--- src/rtl/divyasree_flashadc_ctrl.sv ---
// Flash-ADC conversion controller: track/settle/capture sequencing, thermometer-to-binary
// encoding with bubble and over-range flags, and a valid/ready output handshake.
module divyasree_flashadc_ctrl (
    input  logic        clk,
    input  logic        rst,
    input  logic        start,
    input  logic [3:0]  settle_cycles,
    input  logic [15:0] therm,
    output logic        sh_en,
    output logic        busy,
    output logic [3:0]  dout,
    output logic        dout_valid,
    input  logic        dout_ready,
    output logic        bubble_err,
    output logic        ovr,
    output logic [7:0]  conv_count
);

    typedef enum logic [2:0] {
        IDLE    = 3'd0,
        TRACK   = 3'd1,
        SETTLE  = 3'd2,
        CAPTURE = 3'd3,
        OUT     = 3'd4
    } state_t;

    state_t       state_q, state_d;
    logic [3:0]   s_q, s_d;
    logic [3:0]   cnt_q, cnt_d;
    logic         trk_q, trk_d;
    logic [15:1]  cap_q, cap_d;
    logic [3:0]   dout_q, dout_d;
    logic         bubble_q, bubble_d;
    logic         ovr_q, ovr_d;
    logic         valid_q, valid_d;
    logic [7:0]   count_q, count_d;

    // Bit 0 of the comparator bank carries no information.
    logic         unused_therm0;
    assign unused_therm0 = therm[0];

    function automatic logic [3:0] therm_encode(input logic [15:1] t);
        logic [3:0] idx;
        idx = 4'd0;
        for (int i = 1; i <= 15; i++) begin
            if (t[i]) idx = 4'(i);
        end
        return idx;
    endfunction

    function automatic logic therm_bubble(input logic [15:1] t);
        logic seen_zero;
        logic bad;
        seen_zero = 1'b0;
        bad       = 1'b0;
        for (int i = 1; i <= 15; i++) begin
            if (!t[i])         seen_zero = 1'b1;
            else if (seen_zero) bad      = 1'b1;
        end
        return bad;
    endfunction

    always_comb begin
        state_d  = state_q;
        s_d      = s_q;
        cnt_d    = cnt_q;
        trk_d    = trk_q;
        dout_d   = dout_q;
        bubble_d = bubble_q;
        ovr_d    = ovr_q;
        valid_d  = valid_q;
        count_d  = count_q;
        case (state_q)
            IDLE: begin
                if (start) begin
                    s_d     = settle_cycles;
                    trk_d   = 1'b0;
                    state_d = TRACK;
                end
            end
            TRACK: begin
                if (trk_q) begin
                    cnt_d   = s_q;
                    state_d = SETTLE;
                end else begin
                    trk_d = 1'b1;
                end
            end
            SETTLE: begin
                // Counter is loaded with S, so S+1 cycles elapse before it reads zero.
                if (cnt_q == 4'd0) state_d = CAPTURE;
                else               cnt_d   = cnt_q - 4'd1;
            end
            CAPTURE: begin
                state_d = OUT;
            end
            OUT: begin
                // First OUT cycle encodes the captured word; results are then held until accepted.
                if (!valid_q) begin
                    valid_d  = 1'b1;
                    dout_d   = therm_encode(cap_q);
                    bubble_d = therm_bubble(cap_q);
                    ovr_d    = cap_q[15];
                end else if (dout_ready) begin
                    valid_d = 1'b0;
                    count_d = count_q + 8'd1;
                    state_d = IDLE;
                end
            end
            default: state_d = IDLE;
        endcase
    end

    always_comb begin
        cap_d = cap_q;
        if (state_q == CAPTURE) cap_d = therm[15:1];
    end

    always_ff @(posedge clk) begin
        if (rst) begin
            state_q  <= IDLE;
            s_q      <= 4'd0;
            cnt_q    <= 4'd0;
            trk_q    <= 1'b0;
            dout_q   <= 4'd0;
            bubble_q <= 1'b0;
            ovr_q    <= 1'b0;
            valid_q  <= 1'b0;
            count_q  <= 8'd0;
        end else begin
            state_q  <= state_d;
            s_q      <= s_d;
            cnt_q    <= cnt_d;
            trk_q    <= trk_d;
            dout_q   <= dout_d;
            bubble_q <= bubble_d;
            ovr_q    <= ovr_d;
            valid_q  <= valid_d;
            count_q  <= count_d;
        end
    end

    always_ff @(posedge clk) begin
        cap_q <= cap_d;
    end

    assign sh_en      = (state_q == TRACK);
    assign busy       = (state_q != IDLE);
    assign dout       = dout_q;
    assign bubble_err = bubble_q;
    assign ovr        = ovr_q;
    assign dout_valid = valid_q;
    assign conv_count = count_q;

endmodule

--- config.mk ---
export PLATFORM = sky130hd
export DESIGN_NAME = divyasree_flashadc_ctrl
export DESIGN_NICKNAME = d
export VERILOG_FILES = /design/src/rtl/divyasree_flashadc_ctrl.sv
export SDC_FILE = /design/constraint.sdc
export NUM_CORES = 1
export LEC_CHECK = 0
export BUFFER_PORTS_ARGS = -buffer_cell sky130_fd_sc_hd__buf_4
export CELL_PAD_IN_SITES_DETAIL_PLACEMENT = 2
export CELL_PAD_IN_SITES_GLOBAL_PLACEMENT = 2
export CORE_MARGIN = 2
export CORE_UTILIZATION = 30
export DETAILED_ROUTE_END_ITERATION = 10
export PLACE_DENSITY = 0.8
export SYNTH_ARGS = -nofsm -noshare
export SYNTH_HDL_FRONTEND = slang
export SYNTH_SLANG_ARGS = --single-unit
--- constraint.sdc ---
create_clock -name clk -period 1.4 [get_ports clk]
set_clock_uncertainty 0.05 [all_clocks]
set_input_delay 0.07 -clock clk [delete_from_list [all_inputs] [get_ports clk]]
set_output_delay 0.07 -clock clk [all_outputs]
set_load 0.01 [all_outputs]
==> metrics.sh <==
REMAINING_ROUTING_DRC_VIOLATIONS=0
POSTPLACECELLAREA_UM2=2470
SWITCHING_SHARE_PCT=26.1
R2R_STARTPOINT='cnt_q[0]$_SDFFE_PP0P_'
TIMING.FINAL.MAX_SLEW_VIOLATIONS=0
MAXCAPVIOLCOUNT=0
GRT_USE_TOTAL_PCT=19.7
GRT_SETUP_UNREPAIRED='true'
PLACEMENT_ROWS=29
CORE_REGION_AREA_UM2=6240
ASYNCSETRESETFLOPFRACSYNTH_PCT=0
MAX_FREQ_GHz=0.596
POWER.SHARE.COMBINATIONAL_PCT=14.7
YOSYS-TOP-CELLS-COUNT='sky130_fd_sc_hd__nor2_1, sky130_fd_sc_hd__dfxtp_1, sky130_fd_sc_hd__a21oi_1'
NETLIST_AREA_UM2=1910
CLK_TRANSITION_REPORTED_PATHS_NS=0.09
SEQPWRFRAC_PCT=52.5
ANTENNA_LEFT=0
YOSYS_MOST_USED_DFF='sky130_fd_sc_hd__dfxtp_1'
COUNT_OF_ENDPOINTS_FAILING_SETUP_IN_THE_FINAL_REPORT=19
FIN_WORST_HOLD_SLACK_NS=0.0880
CP-STARTPOINT='cnt_q[0]$_SDFFE_PP0P_'
ANTENNA_FOUND_INITIAL=0
CTS_ROOT_BUF='sky130_fd_sc_hd__clkbuf_8'
GRT_PASS1_WL_UM=10800
TRITONCTS='yes'
CTSLONGESTPATHBUFFERS=2
LAYOUT_MIN_CYCLE_TIME_NS=1.68
FIRST_GLOBAL_VIAS=2089
WORST-SETUP-PATH-TYPE='reg -> reg'
IO_BUFFER_COUNT=39
WORST-PATH-BUF-INV=1
ROUTED_VIA_DENSITY=5.12
FINAL_CORE_UTIL_PCT=48.4
INTERNAL-POWER_mW=1.85
SYNTH_TOP_CELLS_BY_AREA='sky130_fd_sc_hd__dfxtp_1, sky130_fd_sc_hd__edfxtp_1, sky130_fd_sc_hd__nor2_1, sky130_fd_sc_hd__a21oi_1, sky130_fd_sc_hd__mux2i_1'
P_SWITCHING_mW=0.653
CTS_NUM_SINKS=42
VIOLATIONS_IN_THE_FINAL_REPORTS='negative setup slack'
TOTAL_POWER_mW=2.50
SYNTH-EDFF-COUNT=15
CRITICAL_PATH.SLOWEST_CELL='sky130_fd_sc_hd__dfxtp_2'
CRIT_PATH_END_KIND='flip-flop'
GRT_OVERFLOW_TOTAL=0
WL_PER_CELL_UM=20.2
H_TREE_DEPTH_REPORTED_BY_CTS=2
FP.DIEAREA_UM2=7010
RRSETUPSLACK_NS=-0.28
CTS-BUFFERS-INSERTED=5
PLACE.GP.CONGESTION=0.795
R2R_END='state_q[0]$_SDFFE_PP0P_'
NETLIST-CELL-TYPE-COUNT=49
DIODES=0
FINAL_CRITICAL_PATH_SHARE_OF_THE_CLOCK_PERIOD_PCT=120
CP_MAX_FANOUT=3
CRIT_END='state_q[0]$_SDFFE_PP0P_'
YOSYSTOPAREACELL='sky130_fd_sc_hd__dfxtp_1'
WORSTPATHCELLLIST='inv_2 -> ha_4 -> nor3b_4 -> nor3b_2 -> o32a_1 -> nor3_1'
TIMING.CRITICAL_PATH.SLOWEST_CELL_DELAY_NS=0.34
FLOW.AREA_GROWTH_FROM_SYNTHESIS_PCT=58.5
NETS=311
NUMBER_OF_DRC_MARKERS_IN_ITERATION_0=79
YS_WARN_COUNT=0
IRDROPWORSTVDD_V=0.000466
HP-START='rst'
POSTSYNTHAREAPERCELL_UM2=9.98
POSTSYNTHNETCOUNT=217
POWER_FRAC_CLOCK_PCT=32.7
START_UTIL_PCT=30.6
CLK_LATENCY_NS=0.30
FLOORPLAN.DIE.HEIGHT_UM=83.7
PRE_CTS_SLACK_NS=-0.259
HOLD_CLASS='in -> reg'
SEQ_AREA_FRAC_SYNTH_PCT=52.0
WORST_PATH_DOMINANT_CELL_FAMILY='simple AND/OR/NAND/NOR gates'
LAYOUT.FILLER_CELLS=640
WORST-ENDPOINT-REQUIRED_NS=1.53
WORST-SLEW-PIN-TRANSITION_NS=0.439
POSTSYNTHREGISTERBITS=42
REG2REG_DEPTH=6
LAYOUT-DRIVE-GT1-SHARE_PCT=42.7
SETUP_WS_NS=-0.277
DP_HPWL_UM=3950
MOST_COMMON_CELL_IN_THE_NETLIST='sky130_fd_sc_hd__nor2_1'
FLOORPLAN.DIE.WIDTH_UM=83.7
STARTPOINT_TYPE='flip-flop'
STATIC-LEAKAGE-POWER_nW=1.20
SYNTHESIS.INSTANCES=191
IO-PIN-COUNT=41
ARRIVAL_NS=1.80
ROUTED_WL_UM=7330
CP_NUM_CELLS=6
ROUTE.VIAS.TOTAL=1857
FINISH.INSTANCE_AREA_UM2=3020
GRT_MAX_DEGREE=29
DRT_PASS1_ITERATIONS=5
STATUS='finished with violations'
MAX_SLEW_MARGIN_PCT=70.4
TIMING.FINAL.HOLD_VIOLATIONS=0
SYNTH_LARGEST_TYPE_AREA_FRACTION_PCT=28.3
PWR_DENSITY_CELL_nW_PER_UM2=828
==> worst min path at each step <==
| stage | end | cells after the start |
|---|---|---|
| 2_1_floorplan | cap_q[10]$_DFFE_PN_ | 0 |
| 3_3_place_gp | cap_q[2]$_DFFE_PN_ | 1 |
| 3_5_place_dp | cap_q[2]$_DFFE_PN_ | 1 |
| 4_1_cts | trk_q$_SDFFE_PP0P_ | 4 |
| 5_1_grt | s_q[2]$_SDFFE_PP0P_ | 2 |
| 6_report | s_q[2]$_SDFFE_PP0P_ | 2 |
==> power by group through the flow <==
stage	Clock (mW)	Sequential, mW	Combinational (mW)
6_report	0.819	1.31	0.369
5_1_grt	0.880	1.32	0.395
4_1_cts	0.807	1.31	0.285
3_5_place_dp	0	1.34	0.217
3_3_place_gp	0	1.33	0.205
2_1_floorplan	0	1.33	0.108
==> per-layer routing <==
layer  GRT usage, %  share of wire (%)  vias up
met4           5.28                2.4        0
met3           3.86                2.2       15
met1           22.4                 39      931
li1               -                  -      872
met5              0                  0        -
met2           37.2                 56       39
==> stage by stage <==
stage	TNS, ns	instances
2_1_floorplan	-0.271	191
3_3_place_gp	-0.678	325
3_5_place_dp	-1.64	325
4_1_cts	-0.963	357
5_1_grt	-3.27	363
6_report	-1.54	363
==> kinds of logic (layout without fill, tap and decap cells) <==
logic type	count (synthesis)	in the layout	synth area share [%]
AO/OA/AOI/OAI	40	40	12.9
XOR/XNOR	6	6	2.76
adder cells (fa/ha/maj)	2	2	1.31
buffers and inverters	15	110	3.87
flip-flops	42	42	52.0
multiplexers	8	8	4.46
AND/OR/NAND/NOR	78	78	22.7
==> cell type report <==
| type | count | area, um^2 | share of cell area, % |
|---|---|---|---|
| sequential | 42 | 998 | 33.0 |
| multi-input combinational | 134 | 992 | 32.8 |
| timing repair buffer | 96 | 826 | 27.3 |
| tap | 77 | 96.3 | 3.19 |
| clock buffer | 7 | 76.3 | 2.53 |
| inverter | 6 | 25.0 | 0.828 |
| clock inverter | 1 | 7.51 | 0.248 |
==> state kept, by name (all words and copies together) (netlist names) <==
register    count
ovr             1
cap_q          15
s_q             4
cnt_q           4
state_q         3
conv_count      8
trk_q           1
dout_valid      1
dout            4
bubble_err      1
==> cells in the final DEF (no fill, tap or decap), types with 2 or more instances in the layout <==
master	count
sky130_fd_sc_hd__xor2_1	5
sky130_fd_sc_hd__edfxtp_1	15
sky130_fd_sc_hd__and2_4	2
sky130_fd_sc_hd__buf_4	64
sky130_fd_sc_hd__dlygate4sd3_1	19
sky130_fd_sc_hd__inv_1	3
sky130_fd_sc_hd__clkbuf_8	5
sky130_fd_sc_hd__nor2_2	2
sky130_fd_sc_hd__nor3b_4	2
sky130_fd_sc_hd__buf_6	12
sky130_fd_sc_hd__o21ai_0	2
sky130_fd_sc_hd__nand4_1	5
sky130_fd_sc_hd__inv_2	2
sky130_fd_sc_hd__a21oi_1	13
sky130_fd_sc_hd__dfxtp_2	3
sky130_fd_sc_hd__o31ai_1	3
sky130_fd_sc_hd__mux2i_1	7
sky130_fd_sc_hd__and2_1	3
sky130_fd_sc_hd__o21ai_1	2
sky130_fd_sc_hd__a211oi_1	4
sky130_fd_sc_hd__dfxtp_1	23
sky130_fd_sc_hd__nor3_1	4
sky130_fd_sc_hd__nor2_1	29
sky130_fd_sc_hd__nand2_2	2
sky130_fd_sc_hd__nor3b_2	2
sky130_fd_sc_hd__a21oi_2	6
sky130_fd_sc_hd__nor2b_1	2
sky130_fd_sc_hd__nand2b_1	2
sky130_fd_sc_hd__nand3_2	2
sky130_fd_sc_hd__nand2_1	6
sky130_fd_sc_hd__nor4_1	2
sky130_fd_sc_hd__clkbuf_1	2
sky130_fd_sc_hd__a31oi_1	2
sky130_fd_sc_hd__nor4b_4	2
==> what timing repair did <==
action	in CTS	in global routing
setup endpoints to repair	25	25
hold endpoints to repair	19	0
hold buffers	19	0
pin swaps	13	11
setup buffers	5	6
resized for setup	28	23
(Power assumes the default switching activity.)
